--- config.mk ---
export PLATFORM = sky130hd
export DESIGN_NAME = controller_ec1
export DESIGN_NICKNAME = d
export VERILOG_FILES = /design/src/rtl/controller_ec1.sv
export SDC_FILE = /design/constraint.sdc
export NUM_CORES = 1
export LEC_CHECK = 0
export CORE_AREA = 2 2 39 41
export CTS_BUF_LIST = sky130_fd_sc_hd__clkbuf_16
export DETAILED_ROUTE_END_ITERATION = 7
export DIE_AREA = 0 0 41 43
export GPL_TIMING_DRIVEN = 0
export HOLD_SLACK_MARGIN = 0.03
export PLACE_DENSITY = 0.66
export SYNTH_ARGS = -nofsm -noshare
export SYNTH_HDL_FRONTEND = slang
export SYNTH_SLANG_ARGS = --single-unit
--- constraint.sdc ---
create_clock -name Clk -period 1.1 [get_ports Clk]
set_input_delay 0.11 -clock Clk [delete_from_list [all_inputs] [get_ports Clk]]
set_output_delay 0.11 -clock Clk [all_outputs]
set_load 0.05 [all_outputs]
--- src/rtl/controller_ec1.sv ---
// controller_ec1 -- Moore control FSM for the EC-1 datapath.
// Sequences fetch / decode / execute, drives the datapath mux and load
// strobes from the state register, and handshakes the Enter key for IN.
// Optional feature macro: EC1_SINGLE_STEP_EN (adds the Step port and a
// STEP_WAIT state so that one instruction runs per Step press).
module controller_ec1 #(
   parameter int SYNC_STAGES = 2  // synchronizer depth, legal 2..4
) (
   input  logic       Clk,
   input  logic       Reset,
   input  logic [2:0] IR75,
   input  logic       Aneq0,
   input  logic       Enter,
`ifdef EC1_SINGLE_STEP_EN
   input  logic       Step,
`endif
   output logic       INmux,
   output logic       Aload,
   output logic       IRload,
   output logic       PCload,
   output logic       JNZmux,
   output logic       OutStrobe,
   output logic       Halt
);

   localparam logic [2:0] OP_HALT = 3'b000;
   localparam logic [2:0] OP_IN   = 3'b011;
   localparam logic [2:0] OP_OUT  = 3'b100;
   localparam logic [2:0] OP_DEC  = 3'b101;
   localparam logic [2:0] OP_JNZ  = 3'b110;
   localparam logic [2:0] OP_JMP  = 3'b111;

   typedef enum logic [3:0] {
      S_START     = 4'd0,
      S_FETCH     = 4'd1,
      S_DECODE    = 4'd2,
      S_IN_WAIT   = 4'd3,
      S_IN_LOAD   = 4'd4,
      S_IN_REL    = 4'd5,
      S_OUT       = 4'd6,
      S_DEC       = 4'd7,
      S_JNZ       = 4'd8,
      S_JMP       = 4'd9,
`ifdef EC1_SINGLE_STEP_EN
      S_HALT      = 4'd10,
      S_STEP_WAIT = 4'd11
`else
      S_HALT      = 4'd10
`endif
   } state_t;

   // Where START and every completed instruction go next: straight to
   // FETCH normally, or park until the next Step press in single-step mode.
`ifdef EC1_SINGLE_STEP_EN
   localparam state_t S_NEXT_INSTR = S_STEP_WAIT;
`else
   localparam state_t S_NEXT_INSTR = S_FETCH;
`endif

   state_t state, state_next;

   logic [SYNC_STAGES-1:0] enter_sync;
   logic                   enter_s;

   // Enter key synchronizer: Enter is a raw asynchronous level.
   // NOTE: sequential state uses non-blocking assignments so every flop
   // samples the pre-edge value of its neighbour; blocking here would
   // collapse the chain into a single flop.
   always_ff @(posedge Clk or posedge Reset) begin
      if (Reset) enter_sync <= '0;
      else       enter_sync <= {enter_sync[SYNC_STAGES-2:0], Enter};
   end

   assign enter_s = enter_sync[SYNC_STAGES-1];

`ifdef EC1_SINGLE_STEP_EN
   logic [SYNC_STAGES-1:0] step_sync;
   logic                   step_s;
   logic                   step_d;
   logic                   step_rise;

   // Step key synchronizer plus one delay flop for 0->1 edge detection.
   always_ff @(posedge Clk or posedge Reset) begin
      if (Reset) begin
         step_sync <= '0;
         step_d    <= 1'b0;
      end else begin
         step_sync <= {step_sync[SYNC_STAGES-2:0], Step};
         step_d    <= step_s;
      end
   end

   assign step_s    = step_sync[SYNC_STAGES-1];
   assign step_rise = step_s & ~step_d;
`endif

   // State register; reset abandons any instruction in flight.
   always_ff @(posedge Clk or posedge Reset) begin
      if (Reset) state <= S_START;
      else       state <= state_next;
   end

   // Next-state logic.
   // NOTE: state_next is given a default before the case so that no path
   // leaves it unassigned, which would otherwise infer a latch.
   always_comb begin
      state_next = S_START;
      case (state)
         S_START:   state_next = S_NEXT_INSTR;
         S_FETCH:   state_next = S_DECODE;
         S_DECODE: begin
            case (IR75)
               OP_HALT: state_next = S_HALT;
               OP_IN:   state_next = S_IN_WAIT;
               OP_OUT:  state_next = S_OUT;
               OP_DEC:  state_next = S_DEC;
               OP_JNZ:  state_next = S_JNZ;
               OP_JMP:  state_next = S_JMP;
               default: state_next = S_NEXT_INSTR;  // 001/010 are NOPs
            endcase
         end
         S_IN_WAIT: state_next = enter_s ? S_IN_LOAD : S_IN_WAIT;
         S_IN_LOAD: state_next = S_IN_REL;
         // Hold here until the key is released: one load per press.
         S_IN_REL:  state_next = enter_s ? S_IN_REL : S_NEXT_INSTR;
         S_OUT:     state_next = S_NEXT_INSTR;
         S_DEC:     state_next = S_NEXT_INSTR;
         S_JNZ:     state_next = S_NEXT_INSTR;
         S_JMP:     state_next = S_NEXT_INSTR;
         S_HALT:    state_next = S_HALT;
`ifdef EC1_SINGLE_STEP_EN
         S_STEP_WAIT: state_next = step_rise ? S_FETCH : S_STEP_WAIT;
`endif
         default:   state_next = S_START;  // unused encodings recover
      endcase
   end

   // Moore output decode from the state register; the only input-dependent
   // output is PCload in JNZ, gated by Aneq0.
   always_comb begin
      INmux     = 1'b0;
      Aload     = 1'b0;
      IRload    = 1'b0;
      PCload    = 1'b0;
      JNZmux    = 1'b0;
      OutStrobe = 1'b0;
      Halt      = 1'b0;
      case (state)
         S_FETCH: begin
            IRload = 1'b1;
            PCload = 1'b1;
         end
         S_IN_LOAD: begin
            INmux = 1'b1;
            Aload = 1'b1;
         end
         S_OUT:   OutStrobe = 1'b1;
         S_DEC:   Aload     = 1'b1;
         S_JNZ: begin
            JNZmux = 1'b1;
            PCload = Aneq0;
         end
         S_JMP: begin
            JNZmux = 1'b1;
            PCload = 1'b1;
         end
         S_HALT:  Halt = 1'b1;
         default: ;
      endcase
   end

endmodule

## Yosys cells after proc, flatten, opt, wreduce, memory -nomap -nowiden

Cells that the tools add are included.

| word-level totals | value |
|---|---|
| register bits | 6 |
| input bits | 7 |
| logic and storage cells | 34 |
| output and inout port bits | 7 |

| cells by class | value |
|---|---|
| equal/unequal tests | 15 |
| multiplexer cells | 11 |
| reductions and logical operators | 6 |

Operators with widths:

| kind | number |
|---|---|
| 4-bit case mux with 7 select lines | 1 |
| 4-bit case mux with 6 select lines | 1 |
| 4-bit by 3-bit equality test with 1-bit output (second input constant) | 4 |
| 3-bit equality test (second input constant) | 4 |
| 4-bit equality test (second input constant) | 3 |
| 4-bit by 2-bit equality test with 1-bit output (second input constant) | 2 |
| 1-bit two-way mux | 6 |
| 3-bit two-way mux | 2 |
| 2-bit OR reduction | 3 |
| 5-bit OR reduction | 1 |
| 4-bit by 1-bit equality test with 1-bit output (second input constant) | 1 |
| 4-bit logical NOT | 1 |
| 3-bit by 2-bit equality test with 1-bit output (second input constant) | 1 |
| 3-bit logical NOT | 1 |
| 1-bit case mux with 2 select lines | 1 |

## Logic depth before layout (Yosys ltp)

| logic depth | value |
|---|---|
| depth in word-level cells | 3 |
| depth in mapped cells | 4 |

## Least setup slack after synthesis

No wires, ideal clock.

| timing | value |
|---|---|
| path type | flip-flop to output port |
| start point | register state[0] |
| end point | output port Halt |
| slack | -0.860 ns |
| data arrival time | 1.850 ns |
| stages on the path, launching flop included | 4 |
| cells stage by stage | dfrtp_1 > buf_4 > nand2b_1 > nor3b_1 |

| on the way | value |
|---|---|
| word-level cells in the longest chain between the ends | 2 |

Ends and longest elaborated chain:

| item | line | source |
|---|---|---|
| from (decl) | 60 | `state_t state, state_next;` |
| from (signal assigned) | 100 | `else state <= state_next;` |
| 4-bit equality test | 148 | `case (state)` |
| 1-bit two-way mux | 148 |  |
| to (decl) | 23 | `output logic Halt` |

No other way between the ends.

## Final worst setup path

Ends and elaborated chain as after synthesis.

==> summary by stage <==
Outcome
The run finished, with violations left. The checks that failed: negative setup slack.

Yosys
In this run the biggest area consumer among cell types represents 39.7% of the synthesized area. Among all cell types in the netlist, the one instantiated most often is sky130_fd_sc_hd__dfrtp_1. Sorting the synthesized cells by how often they occur yields sky130_fd_sc_hd__dfrtp_1, sky130_fd_sc_hd__nor3_1, sky130_fd_sc_hd__nand2b_1, sky130_fd_sc_hd__nor2_1. The netlist area before placement is 378 um^2. The prevailing post-synth register cell is sky130_fd_sc_hd__dfrtp_1. In this run the mean area of a mapped cell was 8.79 um^2. In the synthesized netlist the async set-or-reset flop fraction comes to 100%. Synthesis produced a netlist with a net count of 50. In this run, synthesis produced a sequential element count of 6.

The register area share after synthesis is 39.7%. Counting distinct cell types in the post-synthesis netlist gives 23. The library cell with the largest summed area after synthesis is sky130_fd_sc_hd__dfrtp_1. After synthesis, the cell types taking the most area are sky130_fd_sc_hd__dfrtp_1, sky130_fd_sc_hd__nand2b_1, sky130_fd_sc_hd__nor3_1.

The cell count after synthesis is 43. The number of warnings printed during yosys synthesis is 0. The number of enable-type register cells in the synthesized netlist is 0.

Global routing
Global routing used 17.0% of the available tracks. The largest net degree at the start of global routing is 10. The initial antenna violation count is 0. The wire length of the first global-routing pass is 1830 um. The via count of the first global-routing pass is 406. The residual overflow from global routing is 0.

Clock tree
The clock latency of the later-clocked register in the worst-skew pair is 0.23 ns. The buffer type at the clock tree root is sky130_fd_sc_hd__clkbuf_16. After clock tree synthesis, the clock-pin slew on the worst setup and hold paths is 0.03 ns.

The number of buffers created by CTS is 3. The clock drives 6 sinks. TritonCTS built the clock tree. Counting along the longest clock path gives a buffer depth of 2.

CTS built an H-tree with a depth of 1.

Layout
0 antenna diodes ended up in the layout. Of the cells placed in the final design, the portion with a size suffix greater than 1 is 60.6%. The number of nets in the finished design is 75. From synthesis to final layout, the design area changed by 123%.

Summing all non-filler instances in the final layout gives an area of 842 um^2. Once layout is complete, the utilization of the core stands at 60.8%.

Die
In this run the core area contains 14 standard-cell rows. The initial utilization of the core area, before any placement, comes to 27.3%. The area of the core is 0.00138 mm^2.

The horizontal extent of the die is 41 um. The top-level port count is 14. The die covers 0.00176 mm^2. The die extent in y is 43 um.

Power
In this run the power spent charging and discharging nets is 1.17 mW. The internal portion of the total power is 1.57 mW. The switching share of total power is 42.7%.

The cell leakage power is 0.342 nW. The sequential group share of total power is 12.0%. Power spread over the standard cell area amounts to 3250 mW/mm^2. The share of total power dissipated in combinational logic is 66.5%. The portion of total power attributed to the clock network is 21.5%. The worst-case IR drop observed on VDD is 1320 uV.

STA
Setup violations remaining at the end of the flow were counted as 10. The clock arrives with 0.000910 ns of skew. The final critical delay including setup and external delays is 1.38 ns. The portion of the clock cycle consumed by the worst path in the final layout is 126%. After layout, the worst setup slack is -0.281 ns. Measured against its own limit, the worst slew margin works out to 81.8%. The transition time at the pin with the least slew margin is 0.273 ns. The final hold violation count is 0. The number of pins with negative max-slew slack in the final report is 0. Setup repair after global routing could not meet its margin everywhere. Derived from the worst setup path, the maximum achievable clock frequency is 724 MHz.

Place
The congestion estimate from routability-driven global placement came to 0.749. The post-placement worst setup slack is -0.720 ns. The placed cell area is 622 um^2. The number of port buffers is 13. The sum of net half-perimeters after detailed placement is 585 um.

Drt
The overall routed net length is 1110 um. The detail route stage leaves a number of antenna-violating nets equal to 0. For this run, design rule violations remaining after detail routing come to 0. The via density per instance is 4.94. The number of design-rule violations left by the first detailed-router iteration is 3. The number of detailed-routing iterations run before antenna repair is 3. The detailed-route wire length per cell is 13.5 um. The routed layout has 405 vias.

Critical path
The kind of start point of the critical path is a flop. Counting cells, the worst reg-to-reg path comes to 5. The critical setup path kind is reg2out. The critical path arrival is 1.27 ns. In this run the critical register-to-register path is captured at state[2]. Data on the critical path is required at its endpoint by 0.99 ns. The worst setup path is captured at an output port. In this run the worst path has a maximum fanout of 7. The startpoint identified for the worst register-to-register timing path is state[0]. The setup slack of the most critical reg-to-reg path is -0.18 ns.

Worst hold path
The path class of the tightest hold or removal check is in2async.

Run
The reported max-cap violation count is 0.
[metrics by stage]
stage	std cells	total power [mW]	setup TNS (ns)	hold WS [ns]
2_1_floorplan	43	1.38	-0.421	-0.0990
3_3_place_gp	72	1.64	-4.87	0.332
3_5_place_dp	72	1.66	-4.95	0.334
4_1_cts	82	2.62	-1.58	0.102
5_1_grt	82	2.87	-2.33	0.148
6_report	82	2.74	-1.76	0.0918
[cell families (layout without fill, tap and decap cells)]
family | after synthesis | count (layout) | share of synthesized area (%)
xor gates and xnor gates | 2 | 2 | 4.64
and+or+nand+nor | 21 | 21 | 29.5
buffers and inverters | 5 | 28 | 8.28
AOI/OAI and AO/OA | 9 | 9 | 17.9
DFF | 6 | 6 | 39.7
[placed cells by master (no fill, tap or decap), types with 2 or more instances in the layout]
cell and instances:
sky130_fd_sc_hd__buf_6 9, sky130_fd_sc_hd__clkdlybuf4s50_1 6, sky130_fd_sc_hd__dfrtp_1 5, sky130_fd_sc_hd__buf_4 5, sky130_fd_sc_hd__nor2_4 4, sky130_fd_sc_hd__buf_8 3, sky130_fd_sc_hd__nand2b_4 3, sky130_fd_sc_hd__nor3_4 3
sky130_fd_sc_hd__clkbuf_16 3, sky130_fd_sc_hd__a211oi_1 2, sky130_fd_sc_hd__o211ai_1 2, sky130_fd_sc_hd__a21oi_1 2
[power groups by stage]
stage / Combinational [mW] / Sequential, mW / Clock (mW)
6_report: 1.82 / 0.330 / 0.589
5_1_grt: 1.93 / 0.340 / 0.602
4_1_cts: 1.71 / 0.321 / 0.590
3_5_place_dp: 1.34 / 0.316 / 0
3_3_place_gp: 1.33 / 0.313 / 0
2_1_floorplan: 1.08 / 0.309 / 0
[critical path, stage by stage (launching register included)]
cell and delay, ns:
sky130_fd_sc_hd__dfrtp_1 0.38, sky130_fd_sc_hd__buf_6 0.14, sky130_fd_sc_hd__nand2b_4 0.16, sky130_fd_sc_hd__nor3b_4 0.18, sky130_fd_sc_hd__buf_6 0.18
[state kept, by name, indices dropped and copies added, names as in the netlist]
signal	flops
state	4
enter_sync	2
[timing repair]
| action | in CTS | in global routing |
|---|---|---|
| pin swaps | 6 | 4 |
| endpoints found under the hold margin | 0 | 0 |
| gates resized for setup | 58 | 11 |
| buffers inserted | 7 | 1 |
| endpoints found under the setup margin | 8 | 11 |
| hold buffers | 0 | 0 |
[cell type report]
class	instances	area, um^2
buffer	3	37.5
tap	16	20.0
sequential	6	151
inverter	1	3.75
timing repair buffer	21	211
multi-input combinational	32	343
fill	113	542
clock buffer	3	75.1
[worst max-delay path by stage]
stage / from / endpoint / slack, ns / depth (start not counted)
4_1_cts: state[0] / Halt / -0.28 / 4
3_5_place_dp: state[1] / JNZmux / -0.72 / 4
2_1_floorplan: state[0] / Halt / -0.15 / 3
6_report: state[0] / Halt / -0.28 / 4
5_1_grt: state[0] / Halt / -0.33 / 4
3_3_place_gp: state[1] / JNZmux / -0.72 / 4
[routing by layer]
layer  GRT usage, %  wire, um  vias up
met1           18.1       421      197
met3           3.14        31        4
li1               -         -      193
met5              0         0        -
met4           16.0        44        0
met2           25.9       609       11
No activity file was read; power rests on OpenSTA's default activity.
